===== src/rtl/audio_src_arbiter.sv =====
// Round-robin arbiter merging two I2S stereo receivers onto one valid/ready sample port.
// Frames are detected from each raw LRCK falling edge and held in a 1-deep slot per source.
module audio_src_arbiter #(
  parameter int unsigned DW    = 16,
  parameter int unsigned OVR_W = 8
) (
  input  logic             clk,
  input  logic             reset,
  input  logic             src0_lrck,
  input  logic [DW-1:0]    src0_left,
  input  logic [DW-1:0]    src0_right,
  input  logic             src1_lrck,
  input  logic [DW-1:0]    src1_left,
  input  logic [DW-1:0]    src1_right,
  input  logic [1:0]       src_en,
  output logic             out_valid,
  input  logic             out_ready,
  output logic             out_src,
  output logic [DW-1:0]    out_left,
  output logic [DW-1:0]    out_right,
  output logic [OVR_W-1:0] ovr0,
  output logic [OVR_W-1:0] ovr1
);

  logic [1:0]                  sync1_q, sync1_d;
  logic [1:0]                  sync2_q, sync2_d;
  logic [1:0]                  dly_q, dly_d;
  logic [1:0]                  pend_q, pend_d;
  logic [1:0][2*DW-1:0]        hold_q, hold_d;
  logic [1:0][OVR_W-1:0]       ovr_q, ovr_d;
  logic                        rr_q, rr_d;
  logic                        out_valid_q, out_valid_d;
  logic                        out_src_q, out_src_d;
  logic [DW-1:0]               out_left_q, out_left_d;
  logic [DW-1:0]               out_right_q, out_right_d;

  logic [1:0]                  lrck_raw;
  logic [1:0][2*DW-1:0]        src_data;
  logic [1:0]                  frame_done;
  logic [1:0]                  capture;
  logic [1:0]                  elig;
  logic [1:0]                  pop;
  logic                        slot_free;
  logic                        grant;

  assign lrck_raw    = {src1_lrck, src0_lrck};
  assign src_data[0] = {src0_left, src0_right};
  assign src_data[1] = {src1_left, src1_right};
  assign frame_done  = dly_q & ~sync2_q;
  assign capture     = frame_done & src_en;
  // A pending slot on a disabled source is never offered to the output stage.
  assign elig        = pend_q & src_en;
  assign slot_free   = ~out_valid_q | out_ready;

  always_comb begin
    grant = (elig == 2'b11) ? rr_q : elig[1];
    pop   = 2'b00;
    if (slot_free && (elig != 2'b00)) begin
      pop[grant] = 1'b1;
    end
  end

  always_comb begin
    sync1_d = lrck_raw;
    sync2_d = sync1_q;
    dly_d   = sync2_q;
    pend_d  = pend_q;
    hold_d  = hold_q;
    ovr_d   = ovr_q;
    for (int unsigned n = 0; n < 2; n++) begin
      if (!src_en[n]) begin
        pend_d[n] = 1'b0;
      end else if (capture[n]) begin
        pend_d[n] = 1'b1;
        hold_d[n] = src_data[n];
        // Overwriting an unconsumed frame counts as an overrun; a same-cycle pop does not.
        if (pend_q[n] && !pop[n] && (ovr_q[n] != {OVR_W{1'b1}})) begin
          ovr_d[n] = ovr_q[n] + OVR_W'(1);
        end
      end else if (pop[n]) begin
        pend_d[n] = 1'b0;
      end
    end
  end

  always_comb begin
    out_valid_d = out_valid_q;
    out_src_d   = out_src_q;
    out_left_d  = out_left_q;
    out_right_d = out_right_q;
    rr_d        = rr_q;
    if (slot_free) begin
      if (elig != 2'b00) begin
        out_valid_d              = 1'b1;
        out_src_d                = grant;
        {out_left_d, out_right_d} = hold_q[grant];
        rr_d                     = ~grant;
      end else begin
        out_valid_d = 1'b0;
      end
    end
  end

  always_ff @(posedge clk or posedge reset) begin
    if (reset) begin
      sync1_q     <= '0;
      sync2_q     <= '0;
      dly_q       <= '0;
      pend_q      <= '0;
      hold_q      <= '0;
      ovr_q       <= '0;
      rr_q        <= 1'b0;
      out_valid_q <= 1'b0;
      out_src_q   <= 1'b0;
      out_left_q  <= '0;
      out_right_q <= '0;
    end else begin
      sync1_q     <= sync1_d;
      sync2_q     <= sync2_d;
      dly_q       <= dly_d;
      pend_q      <= pend_d;
      hold_q      <= hold_d;
      ovr_q       <= ovr_d;
      rr_q        <= rr_d;
      out_valid_q <= out_valid_d;
      out_src_q   <= out_src_d;
      out_left_q  <= out_left_d;
      out_right_q <= out_right_d;
    end
  end

  assign out_valid = out_valid_q;
  assign out_src   = out_src_q;
  assign out_left  = out_left_q;
  assign out_right = out_right_q;
  assign ovr0      = ovr_q[0];
  assign ovr1      = ovr_q[1];

endmodule


===== config.mk =====
export PLATFORM = sky130hd
export DESIGN_NAME = audio_src_arbiter
export DESIGN_NICKNAME = d
export VERILOG_FILES = /design/src/rtl/audio_src_arbiter.sv
export SDC_FILE = /design/constraint.sdc
export NUM_CORES = 1
export LEC_CHECK = 0
export ABC_CLOCK_PERIOD_IN_PS = 8400
export CORE_MARGIN = 4
export CORE_UTILIZATION = 53
export CTS_CLUSTER_SIZE = 12
export DETAILED_ROUTE_END_ITERATION = 12
export PLACE_DENSITY = 0.85
export SLEW_MARGIN = 20
export SYNTH_ARGS = -nofsm -noshare
export SYNTH_HDL_FRONTEND = slang
export SYNTH_SLANG_ARGS = --single-unit

===== constraint.sdc =====
create_clock -name clk -period 8.4 [get_ports clk]
set_input_delay 1.26 -clock clk [delete_from_list [all_inputs] [get_ports clk]]
set_output_delay 1.26 -clock clk [all_outputs]
set_load 0.03 [all_outputs]

; Word level (Yosys, flattened, before mapping)
; Cells that the tools add are included.
[word_totals]
out_inout_bits = 50
word_cells = 57
regBits = 123
inputBits = 71
[classes]
muxes = 13
order_cmp = 2
n_eq_ne = 5
addsub = 2
bitwise = 7
reduce_logical = 14
[ops]
columns = op, n
row1 = 32-bit two-way mux, 2
row2 = "8-bit by 1-bit adder with 8-bit output, second input constant", 2
row3 = "8-bit != test, second input constant", 2
row4 = 1-bit two-way mux, 9
row5 = 2-bit bitwise AND, 3
row6 = 1-bit logical AND, 6
row7 = "3-bit by 1-bit != test with 1-bit output, second input constant", 2
row8 = 2-bit AND reduction, 3
row9 = 3-bit AND reduction, 2
row10 = "2-bit == test, second input constant", 1
row11 = 1-bit logical NOT, 2
row12 = "1-bit by 2-bit < comparator with 1-bit output, second input constant", 1
row13 = 2-bit two-way mux, 1
row14 = 1-bit NOT, 2
row15 = 2-bit NOT, 1
row16 = 2-bit nonzero test, 1
row17 = 1-bit demux with 1-bit select, 1
row18 = "1-bit greater-or-equal comparator, second input constant", 1
row19 = 1-bit OR, 1

; Depth between registers and ports, before layout
; Gate-level depths: netlist of run 1.
[depth]
ltp_word = 12
depth_mapped = 7

; Least setup slack after synthesis of run 1
; Ideal clock, no wire load.
[synth_timing]
path_type = input to register
from = input out_ready
to = register ovr_q (netlist bit ovr0[1])
arrival_ps = 2241
path_stages = 5
setup_slack_ps = 6034
t_required_ps = 8275
path_buffers = 1
setup_time_ps = 125
cell_sequence = nor2b_1 -> buf_2 -> o2111ai_2 -> nor2_1 -> mux2_2
[synth_via]
elab_chain_cells = 7
[synth_lines]
columns = item, line_no
row1 = "start, declared", 17  ; input logic out_ready,
row2 = 1-bit OR, 53  ; assign slot_free = ~out_valid_q | out_ready;
row3 = 1-bit logical AND, 58  ; if (slot_free && (elig != 2'b00)) begin
row4 = 2-bit two-way mux, 58
row5 = 1-bit logical NOT, 77  ; if (pend_q[n] && !pop[n] && (ovr_q[n] != {OVR_W{1'b1}})) begin
row6 = 1-bit logical AND (2 in series), 77
row7 = 3-bit AND reduction (no source line), n/a
row8 = "end signal, assigned", 123  ; ovr_q <= ovr_d;
row9 = "end, declared", 30  ; logic [1:0][OVR_W-1:0] ovr_q, ovr_d;
; No other way between the ends.
; A chain may end at the register's enable or synchronous reset.

; Final worst setup path of run 1
[layout_timing]
from = register ovr_q (netlist bit ovr1[2])
to = output ovr1[2]
[layout_lines]
columns = item, line_no
row1 = "end, declared", 22  ; output logic [OVR_W-1:0] ovr1
; No word-level cell between the ends.

==> results.json, run 1 <==
{
  "area_growth_pct": 39.4,
  "setup_viol": 0,
  "grt_max_degree": 86,
  "path_class": "register to output port",
  "multi_input_area_mm2": 0.00152,
  "p_leak_nw": 3.08,
  "hold_slack_ns": 0.353,
  "peakVddDrop_mv": 0.185,
  "die_w_um": 103,
  "min_period_ns": 2.93,
  "clk_latency_ns": 0.51,
  "die_area_mm2": 0.0107,
  "antenna_found_initial": 0,
  "yosysWarnings": 0,
  "die_y_um": 103,
  "final_cell_mix": "dfrtp_1, clkdlybuf4s50_1, mux2_2",
  "cts_setup_buffers": 0,
  "hold_class": "register to register",
  "start_util_pct": 54.9,
  "drv_slew": 0,
  "dp_hpwl_um": 7040,
  "slowest_delay_ns": 0.71,
  "drc": 0,
  "final_common_cell": "dfrtp_1",
  "synth_top_area_share_pct": 64.0,
  "drv_cap": 0,
  "port_buffers": 120,
  "cts_tree": "built",
  "critPathLaunchType": "register",
  "relSlewSlack_pct": 41.1,
  "critPathCaptureType": "output port",
  "diodes": 0,
  "first_global_vias": 3484,
  "via_per_inst": 5.66,
  "finalCritPeriodShare_pct": 34.8,
  "cts_hold_buf": 0,
  "path_max_fanout": 6,
  "crit_path_top_delay_cell": "clkdlybuf4s50_1",
  "tightest_slew_ns": 0.880,
  "wl_um": 11300,
  "cp_top_family": "buffers and inverters",
  "ios": 121,
  "netlist_instances": 336,
  "synthTopCellsByArea": "dfrtp_1, mux2_2, a222oi_1",
  "grt-ovfl-total": 0,
  "cp.required_ns": 7.14,
  "track_usage_pct": 22.1,
  "cts_buffer_depth": 2,
  "grt_pass1_wl_um": 17700,
  "path_cells": "clkdlybuf4s50_1",
  "n_fill_cell": 566,
  "syn_nets": 409,
  "rsz0062_at_grt": "false",
  "seq_area_mm2": 0.00308,
  "h-tree-depth": 4,
  "cts_sinks": 123,
  "fin_setup_tns_ns": 0,
  "drtIter0Drc": 176,
  "vias": 3302,
  "crit_arrival_ns": 1.67,
  "finalNetCount": 536,
  "syn_area_per_cell_um2": 14.3,
  "layout-drive-gt1-share_pct": 22.7,
  "core_area_mm2": 0.00876,
  "num_rows": 34,
  "drtPass1Iterations": 7,
  "ctsResizeCount": 0,
  "netlist_area_mm2": 0.00481,
  "place.gp.congestion": 0.818,
  "ys_seq_area_share_pct": 64.0,
  "synth.distinct_cells": 23,
  "outcome": "finished clean",
  "cts-root-buf": "clkbuf_8",
  "skew_ns": 0.00916,
  "synth_top_cell_by_area": "dfrtp_1",
  "clkTransAtPathRegs_ns": 0.06,
  "power_density_mw_per_mm2": 296,
  "cts_buffers": 17,
  "fmax_ghz": 0.342,
  "synth-seq-cells": 123,
  "critPathBufInv": 1,
  "wl_per_cell_um": 19.4,
  "regToRegSetupSlack_ns": 6.43,
  "hold_viol": 0,
  "ant_nets": 0
}
[where the power goes]
part           internal (mW)  switching [mW]  leakage (nW)
combinational          0.226           0.233          1.28
sequential             0.715          0.0732          1.51
clock                  0.469           0.266         0.284
[Yosys cell counts, drive strengths merged]
library cell / instances
nand3b: 1
nor2: 4
nor4: 6
and3b: 1
nor3: 6
xor2: 14
o21ai: 2
ha: 2
nand3: 8
nand2: 8
and3: 1
inv: 33
a21o: 3
dfrtp: 123
nor3b: 2
buf: 17
nand4: 2
o2111ai: 2
nor2b: 3
mux2: 66
a222oi: 32
[sequential cells by signal, indices dropped and copies added (netlist names)]
register,flops
dly_d,2
rr_q,1
ovr1,8
out_left,16
dly_q,2
ovr0,8
pend_q,2
sync1_q,2
out_valid,1
hold_q,64
out_src,1
out_right,16
[logic make-up after synthesis]
logic type,Yosys count,synth area share [%]
fa+ha+maj,2,0.520
xor+xnor,14,2.55
flops,123,64.0
buf+inv,50,4.73
compound gates,39,7.96
simple gates,42,4.81
mux,66,15.4
[per-layer routing]
layer	share of wire (%)	vias up	global-route usage, %
met5	0	-	0
met4	2.0	0	8.47
met3	6.8	19	6.51
met2	52	139	38.1
met1	39	1662	26.2
li1	-	1482	-
[worst paths after layout]
kind                         endpoint  startpoint  cells past startpoint
min reg2reg                  dly_d[0]  sync1_q[0]                      0
min                          dly_d[0]  sync1_q[0]                      0
max in group asynchronous  hold_q[17]       reset                      3
max                           ovr1[2]     ovr1[2]                      1
min in group asynchronous     ovr1[2]       reset                      2
max reg2reg                 hold_q[2]    dly_q[0]                      4
[per-stage QoR]
stage | instance area [um2] | util, % | cells | setup slack, ns | power, mW
after CTS | 6700 | 76.5 | 583 | 5.44 | 2.00
after global placement | 6100 | 69.6 | 552 | 5.21 | 1.24
after floorplan | 4810 | - | 336 | 3.87 | 1.05
after global routing | 6710 | 76.5 | 583 | 5.41 | 2.07
after detailed placement | 6100 | 69.6 | 552 | 5.14 | 1.25
final | 6710 | 76.5 | 583 | 5.47 | 1.98
[layout make-up]
type                    count  area share, %
well taps                 108           2.01
clock buffers              19           6.58
multi-input cells         163           22.7
flip-flops and latches    123           45.9
inverters                  33           1.88
repair buffers            125           18.5
clock inverters            12           2.44
Power figures use the tool's default switching activity.
==> run 2, diff against run 1 <==
--- a/config.mk
+++ b/config.mk
@@ -5,12 +5,12 @@
 export SDC_FILE = /design/constraint.sdc
 export NUM_CORES = 1
 export LEC_CHECK = 0
-export ABC_CLOCK_PERIOD_IN_PS = 8400
+export ABC_CLOCK_PERIOD_IN_PS = 2700
 export CORE_MARGIN = 4
-export CORE_UTILIZATION = 53
+export CORE_UTILIZATION = 49
 export CTS_CLUSTER_SIZE = 12
 export DETAILED_ROUTE_END_ITERATION = 12
-export PLACE_DENSITY = 0.85
+export PLACE_DENSITY = 0.8
 export SLEW_MARGIN = 20
 export SYNTH_ARGS = -nofsm -noshare
 export SYNTH_HDL_FRONTEND = slang
==> constraint.sdc (replaced) <==
create_clock -name clk -period 2.7 [get_ports clk]
set_input_delay 0.405 -clock clk [delete_from_list [all_inputs] [get_ports clk]]
set_output_delay 0.405 -clock clk [all_outputs]
set_load 0.03 [all_outputs]
==> run 2 against run 1 <==
Net effect: cell count is 4.5% higher; non-clock buffer count is 4 higher; sequential power grew to 3.1 times the previous value; worst hold slack worse by 0.0058 ns; critical path depth stayed put; first-iteration DRC count is 4.0% higher; power grew to 3.1 times the previous value; clock skew is 0.00070 ns higher; flip-flop and latch count stayed put; largest power group unchanged; highest routed layer unchanged.
==> results.json, run 2 (same netlist as run 1, synthesis figures left out) <==
{
  "relSlewSlack_pct": 57.9,
  "num_rows": 35,
  "grt_pass1_wl_um": 17500,
  "cts_hold_buf": 0,
  "die_area_mm2": 0.0115,
  "grt-ovfl-total": 0,
  "drtIter0Drc": 183,
  "cts_setup_buffers": 0,
  "wl_per_cell_um": 18.0,
  "die_y_um": 107,
  "area_growth_pct": 41.3,
  "skew_ns": 0.00986,
  "ant_nets": 0,
  "start_util_pct": 51.1,
  "fin_setup_tns_ns": 0,
  "clk_latency_ns": 0.50,
  "cts-root-buf": "clkbuf_8",
  "diodes": 0,
  "track_usage_pct": 19.9,
  "via_per_inst": 5.41,
  "ios": 121,
  "crit_arrival_ns": 1.67,
  "cp.required_ns": 2.30,
  "drv_slew": 0,
  "die_w_um": 107,
  "drc": 0,
  "top_register": "hold_q",
  "dp_hpwl_um": 7030,
  "first_global_vias": 3521,
  "vias": 3293,
  "core_area_mm2": 0.00942,
  "cts_sinks": 123,
  "slowest_delay_ns": 0.71,
  "critPathCaptureType": "output port",
  "final_cell_mix": "dfrtp_1, clkdlybuf4s50_1, mux2_2",
  "final_util_pct": 72.2,
  "grt_max_degree": 124,
  "path_class": "register to output port",
  "crit_path_top_delay_cell": "clkdlybuf4s50_1",
  "setup_slack_ns": 0.626,
  "min_period_ns": 2.07,
  "hold_viol": 0,
  "p_leak_nw": 3.12,
  "drtPass1Iterations": 6,
  "finalCritPeriodShare_pct": 76.8,
  "layout-drive-gt1-share_pct": 23.3,
  "cts_tree": "built",
  "cts_buffers": 17,
  "path_max_fanout": 6,
  "cts_buffer_depth": 2,
  "rsz0062_at_grt": "false",
  "hold_slack_ns": 0.347,
  "cp_top_family": "buffers and inverters",
  "peakVddDrop_mv": 0.462,
  "wl_um": 10900,
  "port_buffers": 120,
  "path_cells": "clkdlybuf4s50_1",
  "regToRegSetupSlack_ns": 0.99,
  "critPathBufInv": 1,
  "place.gp.congestion": 0.732,
  "largest_register_ff_count": 64,
  "fmax_ghz": 0.482,
  "outcome": "finished clean",
  "hold_class": "register to register",
  "finalNetCount": 540,
  "h-tree-depth": 4,
  "setup_viol": 0,
  "dp_slack_ns": 0.509,
  "tightest_slew_ns": 0.631,
  "antenna_found_initial": 0,
  "clkTransAtPathRegs_ns": 0.06,
  "drv_cap": 0,
  "ctsResizeCount": 0,
  "critPathLaunchType": "register",
  "final_common_cell": "dfrtp_1",
  "power_density_mw_per_mm2": 906
}
## run 2: path summary, 6_finish.rpt
path | cells past startpoint | start | to
min in group asynchronous | 3 | reset | hold_q[35]
max | 1 | ovr0[2] | ovr0[2]
min | 0 | sync1_q[1] | dly_d[1]
max reg2reg | 5 | out_valid | pend_q[1]
min reg2reg | 0 | sync1_q[1] | dly_d[1]
max in group asynchronous | 3 | reset | hold_q[18]
## run 2: per-stage QoR
step	std cells	instance area (um2)	power, mW
finish	609	6800	6.16
global route	609	6800	6.45
CTS	609	6800	6.23
detailed placement	577	6190	3.92
global placement	577	6190	3.86
floorplan	336	4810	3.27
## run 2: layout make-up
cell class                 count  area [um2]
fill                         635        2620
inverter                      33         128
sequential                   123        3080
tap                          129         161
multi-input combinational    163        1520
clock buffer                  20         445
clock inverter                12         160
timing repair buffer         129        1310
## run 2: per-layer routing
| layer | vias to the layer above | GRT usage, % | wire length (um) |
|---|---|---|---|
| li1 | 1496 | - | - |
| met1 | 1672 | 23.9 | 4370 |
| met2 | 117 | 34.0 | 5730 |
| met3 | 8 | 6.44 | 744 |
| met4 | 0 | 6.03 | 95 |
| met5 | - | 0 | 0 |
## run 2: where the power goes
part / internal, mW / total [mW] / switching [mW]
clock network: 1.47 / 2.28 / 0.807
logic: 0.712 / 1.43 / 0.722
registers: 2.22 / 2.45 / 0.227
total: 4.41 / 6.16 / 1.76
